[src/rtl/median_pkg.sv]
// Shared types and constants for the median window loader and its shift register.
// Optional feature macro used by the loader: MEDIAN_WIN_SEQ_EN (window sequence number output).
package median_pkg;

  localparam int MEDIAN_N = 12;
  localparam int DATA_W   = 32;

  typedef logic [DATA_W-1:0] data_t;

  typedef enum logic {
    FILL = 1'b0,
    RUN  = 1'b1
  } win_state_t;

endpackage

[src/rtl/median_win_shreg.sv]
// N-deep sample shift register with enable; lane 0 is the oldest sample, lane N-1 the newest.
module median_win_shreg #(
  parameter int N      = 12,
  parameter int DATA_W = 32
) (
  input  logic                clk,
  input  logic                rst,
  input  logic                shift_en,
  input  logic [DATA_W-1:0]   shift_in,
  output logic [N*DATA_W-1:0] par_q
);
  import median_pkg::*;

  logic [N*DATA_W-1:0] sh_q;
  logic [N*DATA_W-1:0] sh_d;

  // Shift toward lane 0 and insert the new sample at lane N-1 when enabled.
  always_comb begin
    sh_d = sh_q;
    if (shift_en) begin
      sh_d = {shift_in, sh_q[N*DATA_W-1:DATA_W]};
    end
  end

  // Sample storage with synchronous clear.
  always_ff @(posedge clk) begin
    if (rst) begin
      sh_q <= '0;
    end else begin
      sh_q <= sh_d;
    end
  end

  assign par_q = sh_q;

endmodule

[src/rtl/median_window_loader.sv]
// Sliding-window front end for the median/sort network: collects a scalar sample stream
// and presents a registered N-lane window every STRIDE accepted samples once full.
// Optional macro MEDIAN_WIN_SEQ_EN adds a 16-bit win_seq output (window sequence number).
//
// state | meaning
// FILL  | window not yet full; fill counts accepted samples since reset/flush
// RUN   | window full; stride counts accepts between emitted windows
module median_window_loader #(
  parameter int N      = 12,
  parameter int STRIDE = 1,
  parameter int DATA_W = 32
) (
  input  logic                clk,
  input  logic                rst,
  input  logic                in_valid,
  input  logic [DATA_W-1:0]   in_data,
  output logic                in_ready,
  input  logic                flush,
  output logic                win_valid,
  output logic [N*DATA_W-1:0] win_data,
  input  logic                win_ready
`ifdef MEDIAN_WIN_SEQ_EN
  ,
  output logic [15:0]         win_seq
`endif
);
  import median_pkg::*;

  localparam int CW = $clog2(N + 1);
  localparam logic [CW-1:0] FILL_LAST   = CW'(N - 1);
  localparam logic [CW-1:0] STRIDE_LAST = CW'(STRIDE - 1);

  win_state_t          state_q, state_d;
  logic [CW-1:0]       fill_q, fill_d;
  logic [CW-1:0]       stride_q, stride_d;
  logic                win_valid_q, win_valid_d;
  logic [N*DATA_W-1:0] win_data_q, win_data_d;

  logic [N*DATA_W-1:0] sh_par;
  logic [N*DATA_W-1:0] sh_post;
  logic                emit_would;
  logic                accept;
  logic                emit;
  logic                xfer;

`ifdef MEDIAN_WIN_SEQ_EN
  logic [15:0] seq_cnt_q, seq_cnt_d;
  logic [15:0] win_seq_q, win_seq_d;
`endif

  median_win_shreg #(
    .N      (N),
    .DATA_W (DATA_W)
  ) u_shreg (
    .clk      (clk),
    .rst      (rst),
    .shift_en (accept),
    .shift_in (in_data),
    .par_q    (sh_par)
  );

  // Window as it will look after this cycle's accept: the output register loads this on emit.
  assign sh_post = {in_data, sh_par[N*DATA_W-1:DATA_W]};

  // State, counters and output register, all synchronously cleared.
  always_ff @(posedge clk) begin
    if (rst) begin
      state_q     <= FILL;
      fill_q      <= '0;
      stride_q    <= '0;
      win_valid_q <= 1'b0;
      win_data_q  <= '0;
`ifdef MEDIAN_WIN_SEQ_EN
      seq_cnt_q   <= '0;
      win_seq_q   <= '0;
`endif
    end else begin
      state_q     <= state_d;
      fill_q      <= fill_d;
      stride_q    <= stride_d;
      win_valid_q <= win_valid_d;
      win_data_q  <= win_data_d;
`ifdef MEDIAN_WIN_SEQ_EN
      seq_cnt_q   <= seq_cnt_d;
      win_seq_q   <= win_seq_d;
`endif
    end
  end

  // Next state and counters: flush restarts filling, accepts advance fill or stride.
  always_comb begin
    state_d  = state_q;
    fill_d   = fill_q;
    stride_d = stride_q;
    if (flush) begin
      state_d  = FILL;
      fill_d   = '0;
      stride_d = '0;
    end else if (accept) begin
      case (state_q)
        FILL: begin
          fill_d = fill_q + CW'(1);
          if (fill_q == FILL_LAST) begin
            state_d  = RUN;
            stride_d = '0;
          end
        end
        RUN: begin
          stride_d = (stride_q == STRIDE_LAST) ? '0 : stride_q + CW'(1);
        end
        default: begin
          state_d = FILL;
        end
      endcase
    end
  end

  // Handshakes, emit decision and output-register next values.
  always_comb begin
    emit_would  = (state_q == FILL) ? (fill_q == FILL_LAST) : (stride_q == STRIDE_LAST);
    // Only a window-completing sample has to wait for the output register to drain.
    in_ready    = !rst && !flush && !(emit_would && win_valid_q && !win_ready);
    accept      = in_valid && in_ready;
    emit        = accept && emit_would;
    xfer        = win_valid_q && win_ready;
    win_valid_d = win_valid_q;
    win_data_d  = win_data_q;
    if (emit) begin
      win_valid_d = 1'b1;
      win_data_d  = sh_post;
    end else if (xfer) begin
      win_valid_d = 1'b0;
    end
`ifdef MEDIAN_WIN_SEQ_EN
    seq_cnt_d = seq_cnt_q;
    win_seq_d = win_seq_q;
    if (emit) begin
      win_seq_d = seq_cnt_q;
      seq_cnt_d = seq_cnt_q + 16'd1;
    end
`endif
  end

  assign win_valid = win_valid_q;
  assign win_data  = win_data_q;
`ifdef MEDIAN_WIN_SEQ_EN
  assign win_seq   = win_seq_q;
`endif

endmodule

[config.mk]
export PLATFORM = sky130hd
export DESIGN_NAME = median_window_loader
export DESIGN_NICKNAME = d
export VERILOG_FILES = /design/src/rtl/median_pkg.sv /design/src/rtl/median_win_shreg.sv /design/src/rtl/median_window_loader.sv
export SDC_FILE = /design/constraint.sdc
export NUM_CORES = 1
export LEC_CHECK = 0
export CAP_MARGIN = 25
export CORE_MARGIN = 1.5
export CORE_UTILIZATION = 49
export DETAILED_ROUTE_END_ITERATION = 8
export PLACE_DENSITY = 0.76
export SLEW_MARGIN = 10
export SYNTH_ARGS = -nofsm -noshare
export SYNTH_HDL_FRONTEND = slang
export SYNTH_SLANG_ARGS = --single-unit
export TNS_END_PERCENT = 5
[constraint.sdc]
create_clock -name clk -period 1.9 [get_ports clk]
set_input_delay 0.19 -clock clk [delete_from_list [all_inputs] [get_ports clk]]
set_output_delay 0.19 -clock clk [all_outputs]
set_load 0.005 [all_outputs]
; ---- Yosys cells after proc, flatten, opt, wreduce, memory -nomap -nowiden
; Index checks and enable logic that the tools add are counted.
[word_totals]
ff_bits = 778
latch_bits = 0
mem_bits_rw = 0
mem_bits_ro = 0
in_bits = 37
output_inout_bits = 386
word_cells = 35
mem_count = 0
[classes]
add_sub_neg = 2
n_mul = 0
div = 0
order_cmp = 0
n_eq_ne = 2
shifts = 0
mux = 8
bitwise = 1
n_reduce_logical = 16
[op_table]
columns = cell, n
row1 = "adder 4 x 1 -> 4 bit, second input constant", 2
row2 = two-way mux 4 bit, 2
row3 = one-hot mux 4 bit (2 select lines), 1
row4 = logical AND 1 bit, 7
row5 = two-way mux 1 bit, 5
row6 = "== test 4 bit, second input constant", 1
row7 = logical NOT 1 bit, 4
row8 = logical NOT 4 bit, 1
row9 = AND reduction 2 bit, 2
row10 = "!= test 2 x 1 -> 1 bit, second input constant", 1
row11 = nonzero test 2 bit, 1
row12 = OR reduction 2 bit, 1
row13 = inverter 1 bit, 1

; ---- Longest topological paths before layout
; Gate-level depths: netlist of the first run.
[depth]
word_depth = 9
ltp_mapped = 9
mapped_depth_nobuf = 6

; ---- Hierarchy
; Synthesis of the first run repeated with hierarchy kept, for this count alone.
[unflattened]
hier_cells = 2975
area_unflattened_um2 = 30105.1
[modules_own_cells]
columns = mod, instances, cells_per_inst, area_each_um2, seq_area_each_um2
row1 = median_window_loader, 1, 1737, 16134.2, 7887.6
row2 = median_win_shreg, 1, 1238, 13970.9, 7687.4

; ---- Worst setup path before layout of the first run
; No wires, ideal clock.
[synth_path]
path_kind = register to register
from = reg stride_q[0]
to = reg u_shreg.sh_q[100], in the netlist u_shreg.par_q[100]
setup_time_ps = 121
t_arrival_ps = 1794
t_required_ps = 1779
slack_ps = -15
path_stages_with_launch = 10
n_path_buf = 3
period_less_slack_ps = 1915
cell_sequence = dfxtp_1 -> inv_1 -> ha_1 -> and4bb_4 -> o21ai_2 -> nand3_1 -> buf_4 -> buf_6 -> buf_6 -> mux2_4
[synth_via]
elab_chain_cells = 7
[synth_rtl]
columns = element, line_no
row1 = from (decl), median_window_loader.sv:35  ; logic [CW-1:0] stride_q, stride_d;
row2 = from (signal assigned), median_window_loader.sv:80  ; stride_q <= stride_d;
row3 = logical NOT 4 bit, median_window_loader.sv:120  ; emit_would = (state_q == FILL) ? (fill_q == FILL_LAST) : (stride_q == STRIDE_LAST);
row4 = two-way mux 1 bit, median_window_loader.sv:120
row5 = logical AND 1 bit (2 in a row), median_window_loader.sv:122  ; in_ready = !rst && !flush && !(emit_would && win_valid_q && !win_ready);
row6 = logical NOT 1 bit, median_window_loader.sv:122
row7 = logical AND 1 bit, median_window_loader.sv:122
row8 = logical AND 1 bit, median_window_loader.sv:123  ; accept = in_valid && in_ready;
row9 = to (signal assigned), median_win_shreg.sv:28  ; sh_q <= '0;
row10 = to (signal assigned), median_win_shreg.sv:30  ; sh_q <= sh_d;
row11 = to (decl), median_win_shreg.sv:14  ; logic [N*DATA_W-1:0] sh_q;
; Every way passes these cells.
; A chain may end at the register's enable or synchronous reset.

; ---- Worst setup path in the final report of the first run
[layout_path]
from = reg stride_q[1]
to = reg win_data_q[78], in the netlist win_data[78]
[layout_via]
elab_chain_cells = 8
[layout_rtl]
columns = element, line_no
row1 = logical NOT 4 bit *, median_window_loader.sv:120
row2 = two-way mux 1 bit *, median_window_loader.sv:120
row3 = logical AND 1 bit (2 in a row), median_window_loader.sv:122
row4 = logical NOT 1 bit, median_window_loader.sv:122
row5 = logical AND 1 bit, median_window_loader.sv:122
row6 = logical AND 1 bit, median_window_loader.sv:123
row7 = logical AND 1 bit *, median_window_loader.sv:124  ; emit = accept && emit_would;
row8 = to (signal assigned), median_window_loader.sv:82  ; win_data_q <= win_data_d;
row9 = to (decl), median_window_loader.sv:37  ; logic [N*DATA_W-1:0] win_data_q, win_data_d;
; Every way passes the cells marked *; elsewhere a longest branch is shown, timed or not.

==> results of run 1 <==
synth_stat cells, drive strengths merged:
master,n,area share [%]
dfxtp,746,52
nand4,2,0.044
nor2b,353,7.8
nand2,771,10
o21ai,4,0.083
a21oi,388,6.8
nand2b,2,0.044
o211ai,3,0.079
or2,1,0.022
or3,1,0.022
a31oi,2,0.044
buf,105,2.6
ha,3,0.13
and3b,1,0.031
nor3b,1,0.026
nand3,3,0.053
o2111a,1,0.040
xor2,1,0.031
or3b,3,0.092
inv,3,0.040
o2111ai,1,0.092
a211o,1,0.031
and4bb,2,0.11
and2,1,0.022
clkbuf,105,1.4
mux2i,2,0.070
o31ai,2,0.053
nor2,5,0.066
mux2,352,18
worst max-delay path by stage:
stage          slack (ps)  depth (start not counted)                     start                              end
2_1_floorplan          10                          9  stride_q[0]$_SDFFE_PP0P_  u_shreg.par_q[100]$_SDFFE_PP0P_
3_3_place_gp         -150                          9  stride_q[0]$_SDFFE_PP0P_       win_data[214]$_SDFFE_PP0P_
3_5_place_dp         -260                          9  stride_q[0]$_SDFFE_PP0P_       win_data[207]$_SDFFE_PP0P_
4_1_cts              -120                          6  stride_q[1]$_SDFFE_PP0P_                         in_ready
5_1_grt              -200                         11  stride_q[0]$_SDFFE_PP0P_        win_data[16]$_SDFFE_PP0P_
6_report             -170                         11  stride_q[1]$_SDFFE_PP0P_        win_data[78]$_SDFFE_PP0P_
cell type report:
type	count	area (um^2)
Tap cell	765	957
Inverter	3	11.3
Timing Repair Buffer	582	6690
Sequential cell	746	14900
Fill cell	4187	19400
Clock inverter	20	289
Multi-Input combinational cell	1906	13000
Clock buffer	113	2260
cells by family (layout without fill, tap and decap cells):
group / Yosys count / after routing / share of synthesized area, %
AOI/OAI and AO/OA: 402 / 402 / 7.24
xor gates and xnor gates: 1 / 1 / 0.0308
adders and majority gates: 3 / 3 / 0.132
buffers and inverters: 213 / 718 / 3.99
DFF: 746 / 746 / 52.5
muxes: 354 / 354 / 17.7
and+or+nand+nor: 1146 / 1146 / 18.5
sequential cells by signal (all words and copies together), names as in the netlist:
register       cells
fill_q             4
u_shreg.par_q    352
win_data         384
stride_q           4
state_q            1
win_valid          1
tightest hold or removal path, delay by kind of cell:
family          cells  cell delay [ps]
compound gates      1               50
simple gates        1               70
buf+inv             1              420
report_power, final:
part | switching (mW) | internal (mW) | total (mW)
Combinational | 0.498 | 0.340 | 0.839
Sequential | 0.0624 | 15.7 | 15.8
Clock | 6.14 | 9.18 | 15.3
Total | 6.70 | 25.2 | 31.9
routing by layer:
metal / vias up / track usage [%]
met5: - / 0
met3: 162 / 5.07
li1: 10255 / -
met2: 767 / 44.5
met1: 10820 / 32.2
met4: 0 / 10.9
repair_timing:
item,in CTS,in global routing
endpoints found under the hold margin,2,0
pin swaps,37,172
setup buffers,16,5
gates cloned,14,14
resized for setup,75,178
hold buffers,1,0
setup endpoints to repair,723,720
metrics by stage:
| step | power, mW | hold WS [ps] |
|---|---|---|
| global placement | 16.9 | 439 |
| finish | 31.9 | 168 |
| floorplan | 16.6 | 326 |
| detailed placement | 16.9 | 439 |
| CTS | 32.1 | 139 |
| global route | 32.8 | 174 |
==> key figures, run 1 <==
Outcome
  – Run status: finished, violations left
  – Violated checks: negative setup slack

CTS
  – CTS clk-pin slew, worst paths: 60 ps
  – Inserted Clock Buffers: 76
  – Clk sinks: 746
  – Htree depth: 3
  – Root buf cell: clkbuf_16
  – Clock latency reported for the late side of the worst-skew pair: 620 ps
  – CTS max path bufs: 3
  – CTS tree: done

Synth
  – Synth Cell Area: 28500 um^2
  – Sequential-to-total area share from yosys stat: 52.5%
  – #FFs+latches synth: 746
  – Syn_nets: 2905
  – Cells after Synth: 2865
  – Ys Warns: 0
  – Average cell area after synthesis: 9.94 um^2
  – Synth unique cells: 33

Detailed routing
  – Initial DRC count: 1636
  – DR pass1 iterations: 6
  – Aggregate routed wire length: 83.1 mm
  – Remaining DRCs: 0
  – WL per Instance: 20.1 um
  – Via count: 22004
  – DR vias/cell: 5.32
  – Routed length on met3: 5.57 mm
  – Antenna Nets Post-Route: 0
  – Metal-1 WL: 33.5 mm
  – Top Layer Used: met4
  – Met2 Wirelength: 40.8 mm

Floorplan
  – IO Pins: 423
  – Core Region: 57600 um^2
  – Die area: 59600 um^2
  – Initial Util: 49.4%
  – Die H: 244 um
  – Die Width: 244 um
  – # rows: 88

GRT
  – Vias in the first global route: 21396
  – Final global-route overflow total: 0
  – Antenna violations before repair: 0
  – First-pass GRT wire length: 122 mm
  – Largest net degree at the start of global routing: 191
  – Total track usage: 26.1%

Final layout
  – # nets final: 3355
  – Design Area, Final: 38200 um^2
  – Final non-filler cell total: 4135
  – ANT cells: 0
  – Syn-to-layout area delta: 34.2%
  – Util after Layout: 66.3%
  – Fraction of layout cells with a size suffix above 1: 24.1%
  – Commonest non-fill, non-tap cell in the layout: dfxtp_1
  – Most frequent cells in the layout: dfxtp_1 (742), nand2_1 (722), clkdlybuf4s50_1 (420)

STA
  – Slew Limit Headroom: 38.6%
  – Min setup slack post-route: -170 ps
  – Final Max Slew Viols: 0
  – Fin. Hold Viols: 0
  – Fmax: 0.483 GHz
  – RSZ-0062 raised after global routing: yes
  – Clock skew: 13.2 ps
  – Min cycle time layout: 2070 ps
  – Pin slew with the least headroom to its limit: 922 ps
  – # setup viols final: 525
  – Fin Setup TNS: -21270 ps
  – Tcrit/Tclk final: 109%

Critical path
  – Slowest cell on the critical path: dfxtp_2
  – CP Cell Sequence: inv_2 > ha_4 > and4bb_4 > buf_6 > o2111ai_4 > buf_12 > buf_16 > buf_12 > clkbuf_16 > nand2_1 > a21oi_2
  – Worst R2R Path Depth: 11
  – R2R Setup Slk: -170 ps
  – Maximum fanout along the worst path: 6
  – WP buf/inv: 6
  – R2R Path End: win_data[78]$_SDFFE_PP0P_
  – Worst Setup Start Kind: register
  – WP data arrival: 2610 ps
  – Slowest stage delay, CP: 330 ps
  – RR Startpoint: stride_q[1]$_SDFFE_PP0P_
  – Crit Path Class: register to register
  – CP top delay family: buffers and inverters
  – CP endpoint kind: register
  – WP data required: 2440 ps
  – Most common cell type on the critical path: buf_12

Placed design
  – DPL Wire Length: 53.4 mm
  – Dpl cells: 3953
  – DP Worst Slack: -262 ps
  – I/O Buffers: 422
  – Routability cong.: 0.849
  – Placed Area: 33800 um^2

Min path
  – Hold WC Path Type: input port to register
  – Worst Hold Depth: 3
  – Hold_sp: in_data[15]
  – WHS Endpoint: win_data[367]$_SDFFE_PP0P_

Job
  – Maxcap violations: 0

Power and ir drop
  – Power Dens Cells: 836 nW/um^2
  – Leak Pwr: 14.7 nW
  – Worst vdd ir: 696 uV
(Power assumes the default switching activity.)
==> run 2, diff against run 1 <==
CTS_CLUSTER_SIZE = 25   (was not set)
SLEW_MARGIN = 15   (was 10)
==> results of run 2 <==
Final layout, timing and power as in run 1 (identical DEF).
